===== src/rtl/jk_bank_ctrl_if.sv =====
// Command and JK-bank bus between a host and jk_bank_ctrl.
// The host side also owns the JK bank, so q is driven from the master side.
interface jk_bank_ctrl_if #(
  parameter int unsigned WIDTH = 4,
  parameter int unsigned CNT_W = 8
);
  logic             cmd_valid;
  logic             cmd_ready;
  logic [2:0]       cmd_op;
  logic [WIDTH-1:0] cmd_arg;
  logic [CNT_W-1:0] cmd_len;
  logic             abort;
  logic [WIDTH-1:0] q;
  logic [WIDTH-1:0] j;
  logic [WIDTH-1:0] k;
  logic             busy;
  logic             done;
  logic             aborted;

  modport master (
    output cmd_valid, cmd_op, cmd_arg, cmd_len, abort, q,
    input  cmd_ready, j, k, busy, done, aborted
  );

  modport slave (
    input  cmd_valid, cmd_op, cmd_arg, cmd_len, abort, q,
    output cmd_ready, j, k, busy, done, aborted
  );
endinterface


===== src/rtl/jk_bank_ctrl.sv =====
// Command sequencer for a bank of JK flip-flops: computes per-bit j/k from the
// latched command and q feedback to clear, set, load, toggle, count or rotate.
module jk_bank_ctrl #(
  parameter int unsigned WIDTH = 4,
  parameter int unsigned CNT_W = 8
) (
  input logic          clk,
  input logic          rst_n,
  jk_bank_ctrl_if.slave bus
);

  typedef enum logic {
    IDLE = 1'b0,
    EXEC = 1'b1
  } state_e;

  typedef enum logic [2:0] {
    OP_NOP    = 3'd0,
    OP_CLEAR  = 3'd1,
    OP_SET    = 3'd2,
    OP_LOAD   = 3'd3,
    OP_TOGGLE = 3'd4,
    OP_CNT_UP = 3'd5,
    OP_CNT_DN = 3'd6,
    OP_ROTL   = 3'd7
  } op_e;

  state_e           state_q, state_d;
  op_e              op_q, op_d;
  logic [WIDTH-1:0] arg_q, arg_d;
  logic [CNT_W-1:0] rem_q, rem_d;
  logic             done_q, done_d;
  logic             aborted_q, aborted_d;

  logic             accept_c;
  logic             multi_op_c;
  logic [WIDTH-1:0] up_tgl_c;
  logic [WIDTH-1:0] dn_tgl_c;
  logic [WIDTH-1:0] rot_c;
  logic [WIDTH-1:0] j_c;
  logic [WIDTH-1:0] k_c;
  logic             up_carry;
  logic             dn_borrow;

  assign accept_c   = bus.cmd_valid && (state_q == IDLE);
  assign multi_op_c = (bus.cmd_op >= 3'(OP_CNT_UP));

  // Next-state, command latch and completion flags
  always_comb begin
    state_d   = state_q;
    op_d      = op_q;
    arg_d     = arg_q;
    rem_d     = rem_q;
    done_d    = 1'b0;
    aborted_d = 1'b0;

    case (state_q)
      IDLE: begin
        if (accept_c) begin
          op_d  = op_e'(bus.cmd_op);
          arg_d = bus.cmd_arg;
          rem_d = multi_op_c ? bus.cmd_len : CNT_W'(1);
          // NOP and zero-length multi-cycle ops complete without touching the bank
          if ((bus.cmd_op == 3'(OP_NOP)) || (multi_op_c && (bus.cmd_len == '0))) begin
            done_d = 1'b1;
          end else begin
            state_d = EXEC;
          end
        end
      end

      EXEC: begin
        if (bus.abort) begin
          state_d   = IDLE;
          rem_d     = '0;
          done_d    = 1'b1;
          aborted_d = 1'b1;
        end else begin
          rem_d = rem_q - CNT_W'(1);
          if (rem_q == CNT_W'(1)) begin
            state_d = IDLE;
            done_d  = 1'b1;
          end
        end
      end

      default: begin
        state_d = IDLE;
      end
    endcase
  end

  // Per-bit toggle enables for the counters: a bit flips when all lower bits carry/borrow
  always_comb begin
    up_tgl_c  = '0;
    dn_tgl_c  = '0;
    up_carry  = 1'b1;
    dn_borrow = 1'b1;
    for (int i = 0; i < int'(WIDTH); i++) begin
      up_tgl_c[i] = up_carry;
      dn_tgl_c[i] = dn_borrow;
      up_carry    = up_carry & bus.q[i];
      dn_borrow   = dn_borrow & ~bus.q[i];
    end
    rot_c = (bus.q << 1) | (bus.q >> (WIDTH - 1));
  end

  // j/k drive; the bank holds (j=k=0) in IDLE and in an aborting EXEC cycle
  always_comb begin
    j_c = '0;
    k_c = '0;
    if ((state_q == EXEC) && !bus.abort) begin
      case (op_q)
        OP_CLEAR: begin
          j_c = '0;
          k_c = '1;
        end
        OP_SET: begin
          j_c = '1;
          k_c = '0;
        end
        OP_LOAD: begin
          j_c = arg_q;
          k_c = ~arg_q;
        end
        OP_TOGGLE: begin
          j_c = arg_q;
          k_c = arg_q;
        end
        OP_CNT_UP: begin
          j_c = up_tgl_c;
          k_c = up_tgl_c;
        end
        OP_CNT_DN: begin
          j_c = dn_tgl_c;
          k_c = dn_tgl_c;
        end
        OP_ROTL: begin
          j_c = rot_c;
          k_c = ~rot_c;
        end
        default: begin
          j_c = '0;
          k_c = '0;
        end
      endcase
    end
  end

  always_ff @(posedge clk or negedge rst_n) begin
    if (!rst_n) begin
      state_q   <= IDLE;
      op_q      <= OP_NOP;
      arg_q     <= '0;
      rem_q     <= '0;
      done_q    <= 1'b0;
      aborted_q <= 1'b0;
    end else begin
      state_q   <= state_d;
      op_q      <= op_d;
      arg_q     <= arg_d;
      rem_q     <= rem_d;
      done_q    <= done_d;
      aborted_q <= aborted_d;
    end
  end

  assign bus.cmd_ready = (state_q == IDLE);
  assign bus.busy      = (state_q == EXEC);
  assign bus.done      = done_q;
  assign bus.aborted   = aborted_q;
  assign bus.j         = j_c;
  assign bus.k         = k_c;

endmodule


===== src/flat_wrapper.sv =====
// flat-port wrapper written by rule: the top's interface ports become plain ports
module jk_bank_ctrl_flat 
#(
  parameter int unsigned WIDTH = 4,
  parameter int unsigned CNT_W = 8
)
  (clk, rst_n, bus_cmd_valid, bus_cmd_op, bus_cmd_arg, bus_cmd_len, bus_abort, bus_q, bus_cmd_ready, bus_j, bus_k, bus_busy, bus_done, bus_aborted);
  jk_bank_ctrl_if #(.WIDTH(WIDTH), .CNT_W(CNT_W)) bus_i ();
  input logic clk;
  input logic rst_n;
  input wire logic [$bits(bus_i.cmd_valid)-1:0] bus_cmd_valid;
  input wire logic [$bits(bus_i.cmd_op)-1:0] bus_cmd_op;
  input wire logic [$bits(bus_i.cmd_arg)-1:0] bus_cmd_arg;
  input wire logic [$bits(bus_i.cmd_len)-1:0] bus_cmd_len;
  input wire logic [$bits(bus_i.abort)-1:0] bus_abort;
  input wire logic [$bits(bus_i.q)-1:0] bus_q;
  output wire logic [$bits(bus_i.cmd_ready)-1:0] bus_cmd_ready;
  output wire logic [$bits(bus_i.j)-1:0] bus_j;
  output wire logic [$bits(bus_i.k)-1:0] bus_k;
  output wire logic [$bits(bus_i.busy)-1:0] bus_busy;
  output wire logic [$bits(bus_i.done)-1:0] bus_done;
  output wire logic [$bits(bus_i.aborted)-1:0] bus_aborted;
  assign bus_i.cmd_valid = bus_cmd_valid;
  assign bus_i.cmd_op = bus_cmd_op;
  assign bus_i.cmd_arg = bus_cmd_arg;
  assign bus_i.cmd_len = bus_cmd_len;
  assign bus_i.abort = bus_abort;
  assign bus_i.q = bus_q;
  assign bus_cmd_ready = bus_i.cmd_ready;
  assign bus_j = bus_i.j;
  assign bus_k = bus_i.k;
  assign bus_busy = bus_i.busy;
  assign bus_done = bus_i.done;
  assign bus_aborted = bus_i.aborted;
  jk_bank_ctrl #(.WIDTH(WIDTH), .CNT_W(CNT_W)) u_core (.clk(clk), .rst_n(rst_n), .bus(bus_i));
endmodule

===== config.mk =====
export PLATFORM = sky130hd
export DESIGN_NAME = jk_bank_ctrl_flat
export DESIGN_NICKNAME = d
export VERILOG_FILES = /design/src/rtl/jk_bank_ctrl_if.sv /design/src/rtl/jk_bank_ctrl.sv /design/src/flat_wrapper.sv
export SDC_FILE = /design/constraint.sdc
export NUM_CORES = 1
export LEC_CHECK = 0
export BUFFER_PORTS_ARGS = -buffer_cell sky130_fd_sc_hd__clkbuf_2
export CAP_MARGIN = 15
export CORE_MARGIN = 2
export CORE_UTILIZATION = 35
export DETAILED_ROUTE_END_ITERATION = 8
export GPL_TIMING_DRIVEN = 0
export SLEW_MARGIN = 15
export SYNTH_ARGS = -nofsm -noshare
export SYNTH_HDL_FRONTEND = slang
export SYNTH_SLANG_ARGS = --single-unit
export TNS_END_PERCENT = 50

===== constraint.sdc =====
create_clock -name clk -period 1.5 [get_ports clk]
set_input_delay 0.075 -clock clk [delete_from_list [all_inputs] [get_ports clk]]
set_output_delay 0.075 -clock clk [all_outputs]
set_load 0.03 [all_outputs]

* After elaboration in Yosys (flattened, before gate mapping) *
Cells that the tools add are included.

storage, ports and cells
  flip-flop bits (word level) = 18
  input port bits = 23

cells by class
  $add $sub $neg = 1
  order comparisons = 1
  eq/ne operators = 9
  mux-type cells = 20
  bitwise operators = 11
  reductions and logical operators = 9

operator list
  cell                 number
  $mux 8               3
  $pmux 4 s6           1
  $pmux 4 s5           1
  $pmux 8 s2           1
  $eq 3x3->1 const B   4
  $mux 1               10
  $eq 8x1->1 const B   1
  $logic_not 8->1      1
  $mux 4               2
  $not 4->4            2
  $sub 8x1->8 const B  1
  $eq 3x2->1 const B   2
  $and 1x1->1          4
  $not 1->1            4
  $or 4x1->4           1
  $pmux 1 s2           2
  $eq 3x1->1 const B   1
  $ge 3x3->1 const B   1
  $logic_and 1x1->1    3
  $logic_not 3->1      1
  $ne 2x1->1 const B   1
  $reduce_and 2->1     1
  $reduce_or 2->1      1
  $logic_not 1->1      1
  $logic_or 1x1->1     1

* Longest topological paths before layout *
  depth after elaboration = 6
  gate-level depth with buffers = 7
  depth with buffers taken out = 5

* Worst setup path after synthesis *
OpenSTA, ideal clock, no wires.

  path kind = register to output
  from = reg u_core.state_q, in the netlist u_core.bus.busy
  to = out bus_j[0]
  arrival time = 1.876 ns
  required time = 1.425 ns
  slack = -0.451 ns
  stages on the path, launching flop included = 6
  buffers on the path = 3
  cell sequence = dfrtp_1 buf_2 nand2b_1 clkbuf_1 buf_2 a221oi_1

on the way
  longest elaborated chain between the ends = 2

RTL lines
  item                    line                 source
  from (decl)             jk_bank_ctrl.sv:28   state_e state_q, state_d;
  from (signal assigned)  jk_bank_ctrl.sv:159  state_q <= state_d;
  $logic_and 1x1->1       jk_bank_ctrl.sv:112  if ((state_q == EXEC) && !bus.abort) begin
  $mux 4                  jk_bank_ctrl.sv:112
  to (decl)               flat_wrapper.sv:18   output wire logic [$bits(bus_i.j)-1:0] bus_j;

Every way passes these cells.

* Worst setup path in the final report *
  from = reg u_core.op_q[1]
  to = out bus_k[3]

on the way
  longest elaborated chain between the ends = 3
  elaborated cells on any way between the ends = 8

RTL lines
  item                                      line                 source
  from (decl)                               jk_bank_ctrl.sv:29   op_e op_q, op_d;
  from (signal assigned)                    jk_bank_ctrl.sv:160  op_q <= op_d;
  $eq 3x3->1, or another cell as far along  jk_bank_ctrl.sv:113  case (op_q)
  $pmux 4 s6 *                              jk_bank_ctrl.sv:113
  $mux 4 *                                  jk_bank_ctrl.sv:112
  to (decl)                                 flat_wrapper.sv:19   output wire logic [$bits(bus_i.k)-1:0] bus_k;

Every way passes the cells marked *; elsewhere a longest branch is shown, timed or not.

==> summary.txt <==
STA
  – Setup TNS: -1810 ps
  – Worst-margin pin slew: 476 ps
  – Max-Slew Margin vs Limit: 0.680
  – Final period util: 1.23
  – Endpoints failing hold: 0
  – # setup viols final: 8
  – Hold Worst Slack: 14.8 ps
  – RSZ-0062 raised after global routing: true
  – Post-Route Skew: ~3.5 ps
  – Max Clk Rate: 540 MHz
  – Final WS setup: -351 ps
  – Pins Over Slew Limit: 0
  – Shortest period the worst path allows: 1850 ps

Clocking
  – Clock transition at path regs: 110 ps
  – Inserted Clock Buffers: 3
  – Clk root buf: clkbuf_4
  – Clock sink count: 18
  – Worst-Skew Late Latency: 290 ps
  – H-tree depth: 1
  – Clock buffer depth: 2
  – CTS tree: built

Global routing
  – Met2 Resource Use GR: 0.354
  – Total Routing Usage GR: 0.183
  – Pin count of the biggest net entering global routing: 19
  – Gr ovfl total: 0
  – First-pass GRT wire length: 5910 µm
  – Vias in the first global route: 1,259
  – Most used routing layer in global routing: met2
  – Met1 usage: 0.209
  – Antenna violations before repair: 0
  – Met3 Track Usage GR: 0.0214

Layout
  – Fin util: 0.546
  – # diodes: 0
  – Share of layout cells above drive strength 1: 0.441
  – Final layout net count: 221
  – Multi-input gate area: 843 µm²
  – Layout area overhead: 48.0%
  – Fill count: 335
  – Register Area: around 450 µm²
  – Fin cells: 241

Power
  – Maximum vdd drop: 0.000580 V
  – Net load switching power: about 1200 µW
  – Clk pwr share: 0.108
  – Combinational share of power: 0.589
  – Sequential Power Share: 0.302
  – Sw Share: 0.450
  – P_leak: 0.000778 µW
  – Pwr Density: 1500 mW/mm²
  – Pint: 1510 µW

Floorplanning
  – Die Ht: between 60 and 70 µm
  – Die W: 63.6 µm
  – Initial Util: 0.369
  – Total I/O pin count: 35
  – Area of the die: 0.00404 mm²
  – Num rows: 21
  – Core area: ~0.0034 mm²

Min path
  – Hold depth: 3
  – Worst hold path startpoint: bus_cmd_op[1]
  – Hold crit path type: input pin to flip-flop

Detailed routing
  – Vias: 1,329
  – Routed wire length: 3740 µm
  – Starting DRC count in detailed routing: 98
  – Antenna-violating nets left: 0
  – Routed len/inst: between 15 and 20 µm
  – TritonRoute pass-1 iters: 5
  – DR vias/cell: 5.51
  – DR DRC count: 0

Setup path
  – Worst path buffer plus inverter count: 2
  – Worst path depth: 4
  – Worst Setup SP: u_core.op_q[1]
  – Setup crit start kind: flip-flop
  – WP data arrival: around 1800 ps
  – Crit Path Max Fanout: 5
  – Reg2Reg Depth: 6
  – CP peak stage delay: 540 ps
  – Critical path endpoint category: output port
  – Setup CP Type: flip-flop to output port
  – Worst Path Required: 1420 ps
  – Critical-path cell list: clkinvlp_4 > or4_1 > a31oi_2 > clkbuf_8
  – Worst R2R Start: u_core.bus.busy
  – Critical path's slowest cell: or4_1
  – Cell family with most CP delay: simple AND/OR/NAND/NOR gates

Logic synthesis
  – Number of flops mapped to enable cells by yosys: 0
  – Synth top cells by count: dfrtp_1 (18), o21ai_1 (13), nor2_1 (12), a21oi_1 (10)
  – Top_reg_cell synth: dfrtp_1
  – Largest cells by area after synthesis: dfrtp_1 (36%), o21ai_1 (5.2%), a21oi_1 (4.0%), o21ai_0 (3.6%), nor2_1 (3.6%)
  – Post-synthesis cell count: 147
  – Syn nets: between 150 and 200
  – Netlist cell types: 45
  – Mapped Area: between 0.001 and 0.0015 mm²
  – Yosys top cell area share: 0.363
  – Async set-reset flop share out of synthesis: 1.00
  – Yosys top cell by area: dfrtp_1
  – #FFs+latches synth: 18
  – Post-Syn Area per Cell: between 8 and 9 µm²
  – Synth warn: 0
  – Post-synthesis sequential area ratio: 0.363
  – Most common cell in the netlist: dfrtp_1

Run status
  – Failing checks: setup timing
  – Status: finished, violations left

Place
  – Post-detail-place hpwl: 2510 µm
  – Place WS: -252 ps
  – Port bufs: 34
  – Routability cong.: 0.901
  – Placed cells: 227

Job
  – Max-Cap Viols: 0
-- cell type report --
cell class / count / share of cell area
buffer: 8 / 0.0436
timing repair buffer: 47 / 0.184
tap: 46 / 0.0313
multi-input combinational: 112 / 0.459
inverter: 6 / 0.0157
clock buffer: 4 / 0.0198
sequential: 18 / 0.247
-- path summary, 6_finish.rpt --
path,end,slack [ps]
max,bus_k[3],-350
min,u_core.op_q[1],10
max reg2reg,u_core.rem_q[7],100
min reg2reg,u_core.arg_q[1],560
max in group asynchronous,u_core.bus.busy,910
min in group asynchronous,u_core.op_q[2],260
-- cell families after synthesis --
logic type                 after synthesis  share of synthesized area
and+or+nand+nor                         47                      0.221
muxes                                    5                     0.0444
DFF                                     18                      0.363
adders and majority gates                2                     0.0202
AOI/OAI and AO/OA                       56                      0.279
xor gates and xnor gates                 2                     0.0141
buffers and inverters                   17                     0.0585
-- per-layer routing --
layer | share of wire | wire length, µm | up-vias
li1 | - | - | 643
met3 | 0.041 | 154 | 8
met4 | 0.027 | 101 | 0
met2 | 0.54 | 2020 | 46
met5 | 0 | 0 | -
met1 | 0.39 | 1460 | 632
-- worst register-to-register path, delay by kind of cell (launching register included) --
kind	cells	cell delay, ps
compound gates	2	220
buf+inv	3	530
flops	1	450
simple gates	1	130
-- sequential cells by signal, summed over array words and instances (netlist names) --
register,cells
u_core.bus.busy,1
u_core.rem_q,8
u_core.arg_q,4
u_core.bus.done,1
u_core.bus.aborted,1
u_core.op_q,3
-- what timing repair did --
item | in CTS | in global routing
setup buffers | 6 | 4
pin swaps | 3 | 4
cloned | 0 | 0
gates resized for setup | 43 | 17
endpoints found under the setup margin | 12 | 13
hold endpoints to repair | 20 | 0
hold buffers | 3 | 0
-- power groups by stage --
| stage | logic [µW] | clock network, µW | registers, µW |
|---|---|---|---|
| floorplan | 903 | 0 | 798 |
| global placement | 1210 | 0 | 777 |
| detailed placement | 1230 | 0 | 784 |
| CTS | 1490 | 309 | 795 |
| global route | 1760 | 338 | 855 |
| finish | 1620 | 298 | 831 |
-- stage by stage --
| stage | power (µW) | cell area (µm²) |
|---|---|---|
| 4_1_cts | 2590 | 1770 |
| 3_3_place_gp | 1980 | 1520 |
| 5_1_grt | 2950 | 1840 |
| 6_report | 2750 | 1840 |
| 2_1_floorplan | 1700 | 1290 |
| 3_5_place_dp | 2020 | 1520 |
-- placed cells by master, fill, tap and decap left out, types with 2 or more instances in the layout --
| cell type | synthesis | layout |
|---|---|---|
| buf_4 | 0 | 10 |
| ha_1 | 2 | 2 |
| nor3b_1 | 2 | 2 |
| a31oi_2 | 0 | 2 |
| a21oi_1 | 10 | 7 |
| dfrtp_2 | 0 | 2 |
| nand3_1 | 3 | 3 |
| nor2b_1 | 3 | 2 |
| o21ai_1 | 13 | 12 |
| xor2_1 | 2 | 2 |
| nor2_1 | 12 | 11 |
| a21oi_2 | 1 | 3 |
| nand2_1 | 9 | 9 |
| dlygate4sd3_1 | 0 | 3 |
| mux2_1 | 3 | 3 |
| o22ai_1 | 3 | 3 |
| inv_1 | 5 | 3 |
| nor3_1 | 4 | 4 |
| a32oi_1 | 2 | 2 |
| buf_6 | 0 | 6 |
| nor4_4 | 1 | 2 |
| o21ai_2 | 1 | 5 |
| dfrtp_1 | 18 | 16 |
| clkbuf_2 | 0 | 26 |
| a21o_1 | 2 | 2 |
| o21ai_0 | 9 | 6 |
| clkbuf_4 | 0 | 4 |
| buf_2 | 7 | 2 |
| a211oi_2 | 0 | 2 |
| clkbuf_8 | 0 | 7 |
| a31oi_1 | 5 | 3 |
No activity file was read; power rests on OpenSTA's default activity.
